## src/rtl/dds_nco.sv

```systemverilog
// Multi-channel sin/cos NCO time-sharing one quarter-wave sine SRAM port.
// Each accepted tick advances every accumulator, issues 2*N_CH reads, then commits all channels at once.
module dds_nco #(
    parameter int unsigned PHASE_W = 32,
    parameter int unsigned LUT_AW  = 16,
    parameter int unsigned DATA_W  = 16,
    parameter int unsigned N_CH    = 2,
    parameter int unsigned RD_LAT  = 1
) (
    input  logic                       clk,
    input  logic                       rst_n,
    input  logic                       tick,
    input  logic                       sync,
    input  logic [N_CH*PHASE_W-1:0]    ftw,
    input  logic [N_CH*(LUT_AW+2)-1:0] poff,
    output logic [LUT_AW-1:0]          addr,
    input  logic [DATA_W-1:0]          data,
    output logic [N_CH*DATA_W-1:0]     sin_out,
    output logic [N_CH*DATA_W-1:0]     cos_out,
    output logic                       valid,
    output logic                       busy,
    output logic                       overrun
);
    localparam int unsigned PH_W  = LUT_AW + 2;
    localparam int unsigned N_RD  = 2 * N_CH;
    localparam int unsigned CNT_W = $clog2(N_RD);
    localparam int unsigned DRN_W = (RD_LAT > 1) ? $clog2(RD_LAT) : 1;

    typedef enum logic [1:0] {
        ST_IDLE,
        ST_ISSUE,
        ST_DRAIN
    } state_e;

    state_e               state_q, state_d;
    logic [PHASE_W-1:0]   acc_q   [N_CH];
    logic [PHASE_W-1:0]   acc_d   [N_CH];
    logic [PH_W-1:0]      poff_q  [N_CH];
    logic [PH_W-1:0]      poff_d  [N_CH];
    logic [CNT_W-1:0]     rd_cnt_q, rd_cnt_d;
    logic [DRN_W-1:0]     drn_cnt_q, drn_cnt_d;
    logic [LUT_AW-1:0]    addr_q, addr_d;
    logic                 tag_vld_q [RD_LAT];
    logic                 tag_vld_d [RD_LAT];
    logic [CNT_W-1:0]     tag_idx_q [RD_LAT];
    logic [CNT_W-1:0]     tag_idx_d [RD_LAT];
    logic                 tag_neg_q [RD_LAT];
    logic                 tag_neg_d [RD_LAT];
    logic [DATA_W-1:0]    shd_q     [N_RD];
    logic [DATA_W-1:0]    shd_d     [N_RD];
    logic [N_CH*DATA_W-1:0] sin_q, sin_d, cos_q, cos_d;
    logic                 valid_q, valid_d;
    logic                 busy_q, busy_d;
    logic                 ovr_q, ovr_d;

    logic [PH_W-1:0]      ph_c [N_CH];
    logic [PH_W-1:0]      ph_sel_c;
    logic [1:0]           quad_c;
    logic [LUT_AW-1:0]    idx_c;
    logic [LUT_AW-1:0]    rd_addr_c;
    logic                 rd_neg_c;

    // Per-channel table phase from the post-tick accumulator and latched offset.
    always_comb begin
        for (int c = 0; c < N_CH; c++) begin
            ph_c[c] = acc_q[c][PHASE_W-1 -: PH_W] + poff_q[c];
        end
    end

    // Quadrant fold for the read being issued; even reads are sin, odd reads are cos.
    always_comb begin
        ph_sel_c = '0;
        for (int c = 0; c < N_CH; c++) begin
            if ((rd_cnt_q >> 1) == CNT_W'(c)) begin
                ph_sel_c = ph_c[c];
            end
        end
        quad_c = ph_sel_c[PH_W-1 -: 2];
        idx_c  = ph_sel_c[LUT_AW-1:0];
        if (rd_cnt_q[0]) begin
            rd_addr_c = quad_c[0] ? idx_c : ~idx_c;
            rd_neg_c  = quad_c[1] ^ quad_c[0];
        end else begin
            rd_addr_c = quad_c[0] ? ~idx_c : idx_c;
            rd_neg_c  = quad_c[1];
        end
    end

    // Next-state, read tagging, shadow capture and commit.
    always_comb begin
        state_d   = state_q;
        acc_d     = acc_q;
        poff_d    = poff_q;
        rd_cnt_d  = rd_cnt_q;
        drn_cnt_d = drn_cnt_q;
        addr_d    = addr_q;
        shd_d     = shd_q;
        sin_d     = sin_q;
        cos_d     = cos_q;
        valid_d   = 1'b0;
        busy_d    = busy_q;
        ovr_d     = ovr_q;

        tag_vld_d[0] = 1'b0;
        tag_idx_d[0] = rd_cnt_q;
        tag_neg_d[0] = rd_neg_c;
        for (int i = 1; i < RD_LAT; i++) begin
            tag_vld_d[i] = tag_vld_q[i-1];
            tag_idx_d[i] = tag_idx_q[i-1];
            tag_neg_d[i] = tag_neg_q[i-1];
        end

        if (tag_vld_q[RD_LAT-1]) begin
            for (int k = 0; k < N_RD; k++) begin
                if (tag_idx_q[RD_LAT-1] == CNT_W'(k)) begin
                    shd_d[k] = tag_neg_q[RD_LAT-1] ? ~data : data;
                end
            end
        end

        unique case (state_q)
            ST_IDLE: begin
                if (tick) begin
                    for (int c = 0; c < N_CH; c++) begin
                        acc_d[c]  = sync ? '0 : acc_q[c] + ftw[c*PHASE_W +: PHASE_W];
                        poff_d[c] = poff[c*PH_W +: PH_W];
                    end
                    rd_cnt_d = '0;
                    busy_d   = 1'b1;
                    state_d  = ST_ISSUE;
                end
            end
            ST_ISSUE: begin
                if (tick) begin
                    ovr_d = 1'b1;
                end
                addr_d       = rd_addr_c;
                tag_vld_d[0] = 1'b1;
                if (rd_cnt_q == CNT_W'(N_RD - 1)) begin
                    drn_cnt_d = '0;
                    state_d   = ST_DRAIN;
                end else begin
                    rd_cnt_d = rd_cnt_q + CNT_W'(1);
                end
            end
            ST_DRAIN: begin
                if (tick) begin
                    ovr_d = 1'b1;
                end
                if (drn_cnt_q == DRN_W'(RD_LAT - 1)) begin
                    // Last word lands in the shadow on this same edge, so commit from shd_d.
                    for (int c = 0; c < N_CH; c++) begin
                        sin_d[c*DATA_W +: DATA_W] = shd_d[2*c];
                        cos_d[c*DATA_W +: DATA_W] = shd_d[2*c+1];
                    end
                    valid_d = 1'b1;
                    busy_d  = 1'b0;
                    state_d = ST_IDLE;
                end else begin
                    drn_cnt_d = drn_cnt_q + DRN_W'(1);
                end
            end
            default: begin
                state_d = ST_IDLE;
            end
        endcase
    end

    always_ff @(posedge clk or negedge rst_n) begin
        if (!rst_n) begin
            state_q   <= ST_IDLE;
            rd_cnt_q  <= '0;
            drn_cnt_q <= '0;
            addr_q    <= '0;
            sin_q     <= '0;
            cos_q     <= '0;
            valid_q   <= 1'b0;
            busy_q    <= 1'b0;
            ovr_q     <= 1'b0;
            for (int c = 0; c < N_CH; c++) begin
                acc_q[c]  <= '0;
                poff_q[c] <= '0;
            end
            for (int i = 0; i < RD_LAT; i++) begin
                tag_vld_q[i] <= 1'b0;
                tag_idx_q[i] <= '0;
                tag_neg_q[i] <= 1'b0;
            end
            for (int k = 0; k < N_RD; k++) begin
                shd_q[k] <= '0;
            end
        end else begin
            state_q   <= state_d;
            rd_cnt_q  <= rd_cnt_d;
            drn_cnt_q <= drn_cnt_d;
            addr_q    <= addr_d;
            sin_q     <= sin_d;
            cos_q     <= cos_d;
            valid_q   <= valid_d;
            busy_q    <= busy_d;
            ovr_q     <= ovr_d;
            acc_q     <= acc_d;
            poff_q    <= poff_d;
            tag_vld_q <= tag_vld_d;
            tag_idx_q <= tag_idx_d;
            tag_neg_q <= tag_neg_d;
            shd_q     <= shd_d;
        end
    end

    assign addr    = addr_q;
    assign sin_out = sin_q;
    assign cos_out = cos_q;
    assign valid   = valid_q;
    assign busy    = busy_q;
    assign overrun = ovr_q;

endmodule

```

## config.mk

```make
export PLATFORM = sky130hd
export DESIGN_NAME = dds_nco
export DESIGN_NICKNAME = d
export VERILOG_FILES = /design/src/rtl/dds_nco.sv
export SDC_FILE = /design/constraint.sdc
export NUM_CORES = 1
export LEC_CHECK = 0
export ABC_AREA = 0
export CAP_MARGIN = 20
export CORE_MARGIN = 2
export CORE_UTILIZATION = 40
export CTS_BUF_LIST = sky130_fd_sc_hd__clkbuf_8
export DETAILED_ROUTE_END_ITERATION = 10
export GPL_TIMING_DRIVEN = 1
export PLACE_DENSITY = 0.65
export SLEW_MARGIN = 0
export SYNTH_ARGS = -nofsm -noshare
export SYNTH_HDL_FRONTEND = slang
export SYNTH_SLANG_ARGS = --single-unit
export TNS_END_PERCENT = 1
```

## constraint.sdc

```tcl
create_clock -name clk -period 9.93 [get_ports clk]
set_clock_uncertainty 0.2 [all_clocks]
set_input_delay 1.986 -clock clk [delete_from_list [all_inputs] [get_ports clk]]
set_output_delay 1.986 -clock clk [all_outputs]
set_load 0.01 [all_outputs]
```

==> metrics.yaml <==
status:
  outcome: "completed"
grt:
  gr-usage-all-layers_pct: 19.34
  grt_pass1_vias: 11300
  grt_pass1_wl_microns: 59890
  grt_max_degree: 127
  antenna_found_initial: 3
  grt_overflow: 0
synthesis:
  ys_ff_latch: 255
  syn_inst: 1459
  synth.yosys.seq_area_share_pct: 43.78
  ys_types: 72
  synth_ff_type: "dfrtp_1"
  synth_nets: 1683
  yosysWarnings: 0
  avgSynthCellArea_sq_um: 9.991
  synth_edf_count: 0
  async_flop_share_pct: 100.0
  synthesis.area_sq_um: 14580
cts:
  hold_buffers: 0
  cts_made_buffers: 46
  path_clk_slew_ns: 0.06
  cts_max_level: 2
  insertion_delay_ns: 0.57
  clock_sinks: 255
  cts_root_buf: "clkbuf_8"
  cts_tree: "built"
  cts_setup_buffers: 0
  cts_buffer_depth: 3
  cts-resized-gates: 0
route:
  wl_per_cell_microns: 17.03
  viasPerCell: 5.375
  final_antenna_net_count: 0
  first_pass_iters: 5
  drcViolationCount: 0
  wirelength_microns: 36850
  initialDrtViolationCount: 590
  vias: 11630
cells_and_area:
  final_nets: 1888
  drive_above_1_share_pct: 12.17
  syn_to_final_growth_pct: 24.21
die:
  die_h_microns: 194.9
  pin_count: 203
  die_w_microns: 194.9
  num_rows: 69
  coreArea_sq_um: 35740
  die_area_sq_um: 37980
  start_util_pct: 40.78
sta:
  hold_violations: 0
  period_minus_slack_ns: 4.973
  worst_pin_slew_ns: 1.006
  setup_slack_ns: 4.957
  fin_tns_setup_ns: 0
  period_share_pct: 50.08
  finalSetupViolCount: 0
  fmax_mhz: 201.1
  rsz0062_at_grt: "no"
  maxSlewViolCount: 0
  relSlewSlack_pct: 32.94
critical_path:
  critPathMaxFanout: 6
  regToRegEndpoint: "addr[10]"
  worst_setup_path_end_kind: "flip-flop"
  crit_family: "compound AO/OA/AOI/OAI gates"
  reg2regPathDepth: 11
  critPathKind: "in2reg"
  worst-path-buf-inv: 1
  max_stage_delay_ns: 0.44
  worstPathRequired_ns: 10.17
  startpoint_type: "input pin"
  path_common_cell: "a211oi_1"
  worstPathArrival_ns: 5.21
  r2r_slack_ns: 5.77
  worstPathCellList: "clkdlybuf4s50_1 > ha_1 > fa_1 > a211oi_1 > o21bai_1 > a31o_2 > a31oi_1 > o21ai_1 > a21o_1 > a21oi_1 > a211oi_1 > a221o_1"
  slowest_stage: "fa_1"
  crit_cells: 12
  reg2reg_from: "acc_q[46]"
power_and_ir_drop:
  power_density_nw_per_um2: 344.7
  irDropWorstVdd_mv: 0.1250
  p_leak_nw: 8.137
min_path:
  hp-class: "reg2reg"
  hold_depth: 1
  hold-path-endpoint: "overrun"
  min_from: "overrun"
placement:
  hpwl_microns: 26910
  gp_congestion: 0.8824
  port-buffer-count: 202
  pre_cts_ws_ns: 4.437
flow_run:
  maxCapViolCount: 0
## sequential cells by signal, summed over array words and instances (netlist names), 2 cells and up
signal	cells
state_q	2
rd_cnt_q	2
cos_out	32
addr	16
poff_q	36
tag_idx_q	2
acc_q	64
shd_q	64
sin_out	32
## stage by stage
| step | power (mW) | instance area (sq um) | hold slack (ns) | utilization, % | instances |
|---|---|---|---|---|---|
| finish | 6.241 | 18100 | 0.2593 | 50.65 | 2164 |
| global route | 6.763 | 18100 | 0.2997 | 50.65 | 2164 |
| CTS | 6.303 | 18100 | 0.2665 | 50.64 | 2162 |
| detailed placement | 5.192 | 17070 | 0.2524 | 47.76 | 2077 |
| global placement | 5.109 | 17070 | 0.2442 | 47.76 | 2077 |
| floorplan | 4.113 | 14580 | 0.1758 | - | 1459 |
## routing by layer
metal	track usage, %	vias up	routed length [microns]
met5	0	-	9
met4	5.117	2	721
met3	3.158	54	1801
met2	31.98	270	17030
met1	26.36	5554	17290
li1	-	5751	-
## area by class of cell
cell class / instances / area, sq um
Fill cell: 3336 / 17640
Multi-Input combinational cell: 1112 / 7864
Sequential cell: 255 / 6381
Timing Repair Buffer: 214 / 2117
Clock buffer: 60 / 825.8
Tap cell: 461 / 576.8
Clock inverter: 25 / 203.9
Inverter: 35 / 131.4
Antenna cell: 2 / 5.005
## cell usage after synthesis (9+ instances only)
master	instances	share of area [%]
a211oi_1	20	1.0
o21ai_1	26	0.89
or3_1	13	0.56
o21bai_1	13	0.67
nand2_1	148	3.8
a21o_1	51	2.6
nand3_1	35	1.2
clkbuf_1	47	1.2
mux2_2	102	7.9
nand2b_1	15	0.64
o21a_1	11	0.57
and3_1	11	0.47
xor2_1	31	1.9
nand4_1	19	0.82
o21ai_0	118	4.1
o31ai_1	11	0.57
dfrtp_1	255	44
a21oi_1	111	3.8
nor3_1	19	0.65
o211ai_1	11	0.57
nor2_1	73	1.9
inv_1	35	0.90
mux2i_1	9	0.62
xnor2_1	52	3.1
ha_1	100	8.6
## how the worst max path moves through the flow
stage             from         to  slack (ns)
2_1_floorplan   ftw[8]  acc_q[63]        5.16
3_3_place_gp   ftw[32]  acc_q[28]        4.47
3_5_place_dp   ftw[32]  acc_q[30]        4.44
4_1_cts        ftw[32]  acc_q[30]        5.02
5_1_grt        ftw[32]  acc_q[30]        4.80
6_report       ftw[32]  acc_q[30]        4.96
## report_power, final
part	leakage (nW)	switching, mW	internal, mW
sequential	3.12	0.299	1.53
combinational	4.44	1.82	1.53
clock	0.579	0.448	0.626
## cell families after synthesis
family | share of synthesized area (%)
AO/OA/AOI/OAI | 19.03
XOR/XNOR | 5.099
adder cells (fa/ha/maj) | 9.133
buffers and inverters | 2.395
flip-flops | 43.78
multiplexers | 8.652
AND/OR/NAND/NOR | 11.91
## layout by cell type, fill, tap and decap left out, types with 35 or more instances in the layout
cell type	count
nand3_1	35
nand2_1	147
clkdlybuf4s50_1	201
ha_1	99
xnor2_1	52
a21o_1	51
o21ai_0	118
mux2_2	102
clkbuf_8	60
inv_1	45
dfrtp_1	255
nor2_1	72
a21oi_1	111
## worst register-to-register path: cells and delay by family (launching register included)
| family | cells | cell delay (ns) |
|---|---|---|
| compound gates | 8 | 2.41 |
| fa+ha+maj | 2 | 0.70 |
| flops | 1 | 0.44 |
| xor+xnor | 1 | 0.30 |
Power figures use the tool's default switching activity.
